### src/rtl/cpu_run_pkg.sv
// ----------------------------------------------------------------------------
// cpu_run_pkg
// Shared definitions for the CPU run controller: the controller state
// encoding and the default values of its timing parameters.
// ----------------------------------------------------------------------------
package cpu_run_pkg;

    // Controller states; all four are reachable on every run.
    typedef enum logic [1:0] {
        ST_IDLE   = 2'd0,
        ST_PULSE  = 2'd1,
        ST_WAIT   = 2'd2,
        ST_FINISH = 2'd3
    } run_state_t;

    localparam int unsigned DEF_PULSE_CYCLES   = 32'd1;
    localparam int unsigned DEF_TIMEOUT_CYCLES = 32'd1024;
    localparam int unsigned DEF_CNT_W          = 32'd16;

endpackage : cpu_run_pkg

### src/rtl/cpu_run_ctrl_timer.sv
// ----------------------------------------------------------------------------
// run_timer
// Cycle counter shared by the start-pulse width and the completion wait.
// Ports:
//   clk, rst_n   clock / asynchronous active-low reset
//   i_clear      force the count to 0 (highest priority)
//   i_load       force the count to 1 (first cycle of a new interval)
//   i_en         increment the count
//   i_tc_val     terminal-count value to compare against
//   o_count      current count
//   o_tc         count equals i_tc_val
// ----------------------------------------------------------------------------
module run_timer
    import cpu_run_pkg::*;
#(
    parameter int unsigned CNT_W = DEF_CNT_W
) (
    input  logic             clk,
    input  logic             rst_n,
    input  logic             i_clear,
    input  logic             i_load,
    input  logic             i_en,
    input  logic [CNT_W-1:0] i_tc_val,
    output logic [CNT_W-1:0] o_count,
    output logic             o_tc
);

    localparam logic [CNT_W-1:0] CNT_ONE = {{(CNT_W-1){1'b0}}, 1'b1};

    logic [CNT_W-1:0] r_count;

    // Counter register: clear beats load, load beats increment.
    always_ff @(posedge clk or negedge rst_n) begin
        if (!rst_n) begin
            r_count <= '0;
        end else if (i_clear) begin
            r_count <= '0;
        end else if (i_load) begin
            r_count <= CNT_ONE;
        end else if (i_en) begin
            r_count <= r_count + CNT_ONE;
        end else begin
            r_count <= r_count;
        end
    end

    assign o_count = r_count;
    assign o_tc    = (r_count == i_tc_val);

endmodule : run_timer

### src/rtl/cpu_run_ctrl.sv
// ----------------------------------------------------------------------------
// cpu_run_ctrl
// Starts a CPU run with a fixed-width start pulse, waits for the CPU's done
// flag with a timeout, and reports the outcome and wait length.
// Ports:
//   clk, rst_n      clock / asynchronous active-low reset
//   i_go            run request, only looked at while idle
//   i_cpu_done      completion flag from the CPU
//   o_cpu_start     start pulse to the CPU, PULSE_CYCLES clocks wide
//   o_busy          high whenever a run is in progress (not idle)
//   o_run_ok        one-clock pulse: CPU reported done
//   o_run_timeout   one-clock pulse: run abandoned after TIMEOUT_CYCLES
//   o_cycles        wait length of the last finished run
//   o_runs          finished-run count, wraps at 256
// ----------------------------------------------------------------------------
module cpu_run_ctrl
    import cpu_run_pkg::*;
#(
    parameter int unsigned PULSE_CYCLES   = DEF_PULSE_CYCLES,
    parameter int unsigned TIMEOUT_CYCLES = DEF_TIMEOUT_CYCLES,
    parameter int unsigned CNT_W          = DEF_CNT_W
) (
    input  logic             clk,
    input  logic             rst_n,
    input  logic             i_go,
    input  logic             i_cpu_done,
    output logic             o_cpu_start,
    output logic             o_busy,
    output logic             o_run_ok,
    output logic             o_run_timeout,
    output logic [CNT_W-1:0] o_cycles,
    output logic [7:0]       o_runs
);

    localparam logic [CNT_W-1:0] PULSE_TC   = CNT_W'(PULSE_CYCLES);
    localparam logic [CNT_W-1:0] TIMEOUT_TC = CNT_W'(TIMEOUT_CYCLES);

    run_state_t       r_state;
    logic             r_cpu_start;
    logic             r_busy;
    logic             r_run_ok;
    logic             r_run_timeout;
    logic [CNT_W-1:0] r_cycles;
    logic [7:0]       r_runs;

    logic             w_load;
    logic             w_en;
    logic             w_clear;
    logic [CNT_W-1:0] w_tc_val;
    logic [CNT_W-1:0] w_count;
    logic             w_tc;

    // One timer serves both intervals, so the compare value follows the state.
    assign w_tc_val = (r_state == ST_PULSE) ? PULSE_TC : TIMEOUT_TC;

    // Timer control: load 1 at the start of each interval, count inside it,
    // and hold on the finishing cycle so the count is still valid there.
    always_comb begin
        w_load  = 1'b0;
        w_en    = 1'b0;
        w_clear = 1'b0;
        case (r_state)
            ST_IDLE: begin
                w_load = i_go;
            end
            ST_PULSE: begin
                if (w_tc) begin
                    w_load = 1'b1;
                end else begin
                    w_en = 1'b1;
                end
            end
            ST_WAIT: begin
                if (!i_cpu_done && !w_tc) begin
                    w_en = 1'b1;
                end else begin
                    w_en = 1'b0;
                end
            end
            ST_FINISH: begin
                w_clear = 1'b1;
            end
            default: begin
                w_clear = 1'b1;
            end
        endcase
    end

    run_timer #(
        .CNT_W (CNT_W)
    ) u_timer (
        .clk      (clk),
        .rst_n    (rst_n),
        .i_clear  (w_clear),
        .i_load   (w_load),
        .i_en     (w_en),
        .i_tc_val (w_tc_val),
        .o_count  (w_count),
        .o_tc     (w_tc)
    );

    // Run FSM with all outputs registered; done wins over a same-cycle timeout.
    always_ff @(posedge clk or negedge rst_n) begin
        if (!rst_n) begin
            r_state       <= ST_IDLE;
            r_cpu_start   <= 1'b0;
            r_busy        <= 1'b0;
            r_run_ok      <= 1'b0;
            r_run_timeout <= 1'b0;
            r_cycles      <= '0;
            r_runs        <= 8'd0;
        end else begin
            case (r_state)
                ST_IDLE: begin
                    r_run_ok      <= 1'b0;
                    r_run_timeout <= 1'b0;
                    if (i_go) begin
                        r_state     <= ST_PULSE;
                        r_cpu_start <= 1'b1;
                        r_busy      <= 1'b1;
                    end else begin
                        r_state <= ST_IDLE;
                    end
                end
                ST_PULSE: begin
                    if (w_tc) begin
                        r_state     <= ST_WAIT;
                        r_cpu_start <= 1'b0;
                    end else begin
                        r_state <= ST_PULSE;
                    end
                end
                ST_WAIT: begin
                    if (i_cpu_done) begin
                        r_state  <= ST_FINISH;
                        r_cycles <= w_count;
                        r_run_ok <= 1'b1;
                    end else if (w_tc) begin
                        r_state       <= ST_FINISH;
                        r_cycles      <= TIMEOUT_TC;
                        r_run_timeout <= 1'b1;
                    end else begin
                        r_state <= ST_WAIT;
                    end
                end
                ST_FINISH: begin
                    r_state       <= ST_IDLE;
                    r_busy        <= 1'b0;
                    r_run_ok      <= 1'b0;
                    r_run_timeout <= 1'b0;
                    r_runs        <= r_runs + 8'd1;
                end
                default: begin
                    r_state       <= ST_IDLE;
                    r_cpu_start   <= 1'b0;
                    r_busy        <= 1'b0;
                    r_run_ok      <= 1'b0;
                    r_run_timeout <= 1'b0;
                end
            endcase
        end
    end

    assign o_cpu_start   = r_cpu_start;
    assign o_busy        = r_busy;
    assign o_run_ok      = r_run_ok;
    assign o_run_timeout = r_run_timeout;
    assign o_cycles      = r_cycles;
    assign o_runs        = r_runs;

endmodule : cpu_run_ctrl

### config.mk
export PLATFORM = sky130hd
export DESIGN_NAME = cpu_run_ctrl
export DESIGN_NICKNAME = d
export VERILOG_FILES = /design/src/rtl/cpu_run_pkg.sv /design/src/rtl/cpu_run_ctrl_timer.sv /design/src/rtl/cpu_run_ctrl.sv
export SDC_FILE = /design/constraint.sdc
export NUM_CORES = 1
export LEC_CHECK = 0
export CORE_UTILIZATION = 30
export CTS_CLUSTER_DIAMETER = 200
export DETAILED_ROUTE_END_ITERATION = 8
export GPL_ROUTABILITY_DRIVEN = 0
export PLACE_DENSITY_LB_ADDON = 0.3
export SYNTH_ARGS = -nofsm -noshare
export SYNTH_HDL_FRONTEND = slang
export SYNTH_SLANG_ARGS = --single-unit
### constraint.sdc
create_clock -name clk -period 2.7 [get_ports clk]
set_clock_uncertainty 0.05 [all_clocks]
set_input_delay 0.27 -clock clk [delete_from_list [all_inputs] [get_ports clk]]
set_output_delay 0.27 -clock clk [all_outputs]
set_load 0.01 [all_outputs]
==> impl_results.rst, run 1 <==
.. list-table::
   :header-rows: 1

   * - Metric
     - Value
   * - Cell types occupying the most area after synthesis
     - sky130_fd_sc_hd__dfrtp_1 (51%), sky130_fd_sc_hd__a22o_1 (5.8%), sky130_fd_sc_hd__ha_1 (3.9%)
   * - Total power of the final layout
     - 1.14 mW
   * - Crit start category
     - flop
   * - Post-Syn Nets
     - 211
   * - Number of sinks driven by the clock tree
     - 46
   * - Cell total after placement
     - between 300 and 400
   * - Power per standard cell area
     - 414 nW/um^2
   * - Row Count
     - 31
   * - Fmax
     - 0.428 GHz
   * - Number of global-route vias before repair
     - 1662
   * - Pin count of the biggest net entering global routing
     - 26
   * - LEAKAGE
     - 1.20 nW
   * - CTS root buf
     - sky130_fd_sc_hd__clkbuf_8
   * - Dominant synthesized flop cell
     - sky130_fd_sc_hd__dfrtp_1
   * - Post-place instance area
     - 2660 sq um
   * - Fraction of synthesis flops using an asynchronous set or reset pin
     - 100%
   * - Post-synthesis sequential element count
     - 46
   * - Residual overflow from global routing
     - 0
   * - Routed via count
     - 1674
   * - Ratio of cells with drive above 1 in the final layout
     - 11.1%
   * - Vertical extent of the die
     - 88.6 um
   * - Iteration-0 DRC Markers
     - 86
   * - Min Clock Period, post-route
     - 2.34 ns
   * - Number of max-capacitance violations reported
     - 0
   * - DIE AREA
     - 7860 sq um
   * - Min-delay worst type
     - input pin to asynchronous set/reset pin
   * - Max_slew headroom
     - between 40% and 50%
   * - HPWL after DPL
     - 3350 um
   * - Total of buffers placed on input and output ports
     - 31
   * - Number of cells upsized or downsized after cts
     - 0
   * - Post-detailed-route via-to-cell ratio
     - 5.01
   * - Number of enable-type register cells in the synthesized netlist
     - 0
   * - Initial core utilization
     - between 30% and 40%
   * - Mean Syn Cell Area
     - about 11 sq um
   * - Number of instances in the synthesized netlist
     - 200
   * - Cell Area, Synth
     - 2250 sq um
   * - Number of antenna violations at the first check in global routing
     - 0
   * - Number of nets still failing antenna checks after routing
     - 0
   * - Storage element area
     - 1150 sq um
   * - I/O pins
     - 32
   * - Worst-Skew Late Latency
     - 0.30 ns
   * - Area occupied by multi-input gates
     - 1030 sq um
   * - H-tree Lvls
     - 2
   * - Fraction of met3 tracks used by global routing
     - 2.80%
   * - Clock tree from TritonCTS
     - built
   * - CTS clk-pin slew, worst paths
     - 0.09 ns
   * - Number of warning messages in the yosys log
     - 0
   * - Outcome
     - completed
   * - Arrival time of the worst setup path
     - 2.44 ns
   * - Number of DRC violations after detailed routing
     - 0
   * - Kind of end point of the critical path
     - flop
   * - Cell accounting for the most synthesized area
     - sky130_fd_sc_hd__dfrtp_1
   * - Max IR drop VDD
     - 0.182 mV
   * - Register area share after synthesis
     - 51.1%
   * - Die span in x
     - 88.6 um
   * - Crit-path max FO
     - 17
   * - TritonCTS Buffers
     - 5
   * - Layer with the highest usage after global routing
     - met2
   * - Total Negative Setup Slacks
     - 0 ns
   * - Setup repair after global routing missed its margin
     - false
   * - Number of slew-limit violations in the final report
     - 0
   * - Fin area
     - 2760 sq um
   * - Global-route met1 utilization
     - 19.3%
   * - Fillers
     - roughly 720
   * - Transition time of the tightest slew-check pin
     - 0.764 ns
   * - Number of setup violations in the final report
     - 0
   * - Area added between synthesis and finish
     - 22.4%
   * - Count of antenna diodes in the layout
     - 0
   * - CTS Buffer Depth
     - 2
   * - Post-synth top area share
     - 51.1%
   * - Crit Path Class
     - flop to flop
   * - Core Box Area
     - 7250 sq um
   * - Cell Count, Final, Fillers Out
     - 334
   * - Endpoints failing hold
     - 0
   * - Met2 global-route usage
     - a little over a fifth
   * - DR pass1 iterations
     - 4
   * - Final worst-path cycle share
     - 86.6%
   * - First-pass GRT wire length
     - 8220 um
   * - Req. time, crit path
     - 2.80 ns
   * - Total global routing track utilization
     - 13.7%
   * - Layout net count
     - 245
   * - Count of different cell masters after synthesis
     - just under 50
   * - Post-DR wirelength/cell
     - 14.4 um
   * - Wire length after detailed routing
     - a little under 5000 um
-- state kept, by name, summed over array words and instances (netlist names), named ones only --
signal           flops
o_runs               8
u_timer.o_count     16
o_cycles            16
o_run_timeout        1
o_cpu_start          1
o_run_ok             1
o_busy               1
r_state              1
-- path summary, 6_finish.rpt --
| path | startpoint | endpoint | slack [ns] | depth (start not counted) |
|---|---|---|---|---|
| max in group asynchronous | rst_n | u_timer.o_count[3]$_DFFE_PN0P_ | 1.50 | 3 |
| min reg2reg | o_runs[7]$_DFFE_PN0P_ | o_runs[7]$_DFFE_PN0P_ | 0.42 | 1 |
| max reg2reg | flop | r_state[0]$_DFF_PN0_ | 0.36 | 6 |
| max | flop | r_state[0]$_DFF_PN0_ | 0.36 | 6 |
| min in group clk | o_runs[7]$_DFFE_PN0P_ | o_runs[7]$_DFFE_PN0P_ | 0.42 | 1 |
| min | rst_n | o_runs[5]$_DFFE_PN0P_ | 0.40 | 2 |
-- through the flow --
step / utilization, % / hold slack (ns) / setup slack, ns
final: 38.0 / 0.396 / 0.363
after global routing: 38.0 / 0.454 / 0.138
after CTS: 38.0 / 0.417 / 0.367
after detailed placement: 36.6 / 0.207 / 0.388
after global placement: 36.6 / 0.209 / 0.458
after floorplan: - / -0.0756 / 0.780
-- routing by layer --
metal	wire, um	part of all wire (%)
met1	2410	50
met2	2220	46
met3	133	2.8
met4	49	1.0
met5	0	0
-- cell type report --
| cell class | count | share of cell area [%] |
|---|---|---|
| flip-flops and latches | 46 | 41.7 |
| multi-input cells | 139 | 37.4 |
| repair buffers | 34 | 12.0 |
| well taps | 99 | 4.49 |
| clock buffers | 5 | 2.50 |
| inverters | 8 | 1.09 |
| clock inverters | 3 | 0.771 |
-- worst max-delay path, cell delays in order, from the launching register on --
cell and delay (ns):
sky130_fd_sc_hd__dfrtp_1 0.42, sky130_fd_sc_hd__inv_1 0.12, sky130_fd_sc_hd__ha_1 0.41, sky130_fd_sc_hd__nor3b_1 0.14, sky130_fd_sc_hd__o211a_1 0.29, sky130_fd_sc_hd__a41oi_4 0.55
sky130_fd_sc_hd__o221ai_1 0.21
-- synth_stat cells (5+ instances only) --
cell / number
sky130_fd_sc_hd__nor2_1: 8
sky130_fd_sc_hd__or3_1: 5
sky130_fd_sc_hd__nand2_1: 10
sky130_fd_sc_hd__inv_1: 8
sky130_fd_sc_hd__ha_1: 7
sky130_fd_sc_hd__a22o_1: 15
sky130_fd_sc_hd__nand4_1: 6
sky130_fd_sc_hd__dfrtp_1: 46
sky130_fd_sc_hd__xor2_1: 7
sky130_fd_sc_hd__a21oi_1: 17
sky130_fd_sc_hd__o21ai_0: 10
-- power breakdown --
part           switching (mW)  internal [mW]  total, mW
sequential                  0          0.688      0.688
clock                   0.248          0.182      0.431
combinational          0.0155        0.00594     0.0214
total                   0.264          0.877       1.14
-- logic make-up after synthesis --
kind of cell / after synthesis / synth area share [%]
compound gates: 63 / 21.3
xor+xnor: 11 / 4.28
fa+ha+maj: 7 / 3.89
buf+inv: 15 / 3.06
flops: 46 / 51.1
mux: 3 / 1.50
simple gates: 55 / 14.8
-- placed cells by master (no fill, tap or decap), types with 6 or more instances in the layout --
master	count
sky130_fd_sc_hd__a21oi_1	17
sky130_fd_sc_hd__a22o_1	15
sky130_fd_sc_hd__clkdlybuf4s50_1	30
sky130_fd_sc_hd__dfrtp_1	46
sky130_fd_sc_hd__ha_1	7
sky130_fd_sc_hd__inv_1	8
sky130_fd_sc_hd__nand2_1	10
sky130_fd_sc_hd__nand4_1	6
sky130_fd_sc_hd__nor2_1	8
sky130_fd_sc_hd__o21ai_0	10
sky130_fd_sc_hd__xor2_1	7
-- repair_timing --
action	CTS	global route
setup buffers	0	0
hold buffers	1	0
endpoints found under the setup margin	0	0
hold endpoints to repair	21	0
No activity file was read; power rests on OpenSTA's default activity.
==> inputs of run 2 (changes only) <==
Settings changed: SLEW_MARGIN set to 20.
==> results of run 2 <==
The final DEF is identical to that of run 1; final timing and power are the same.
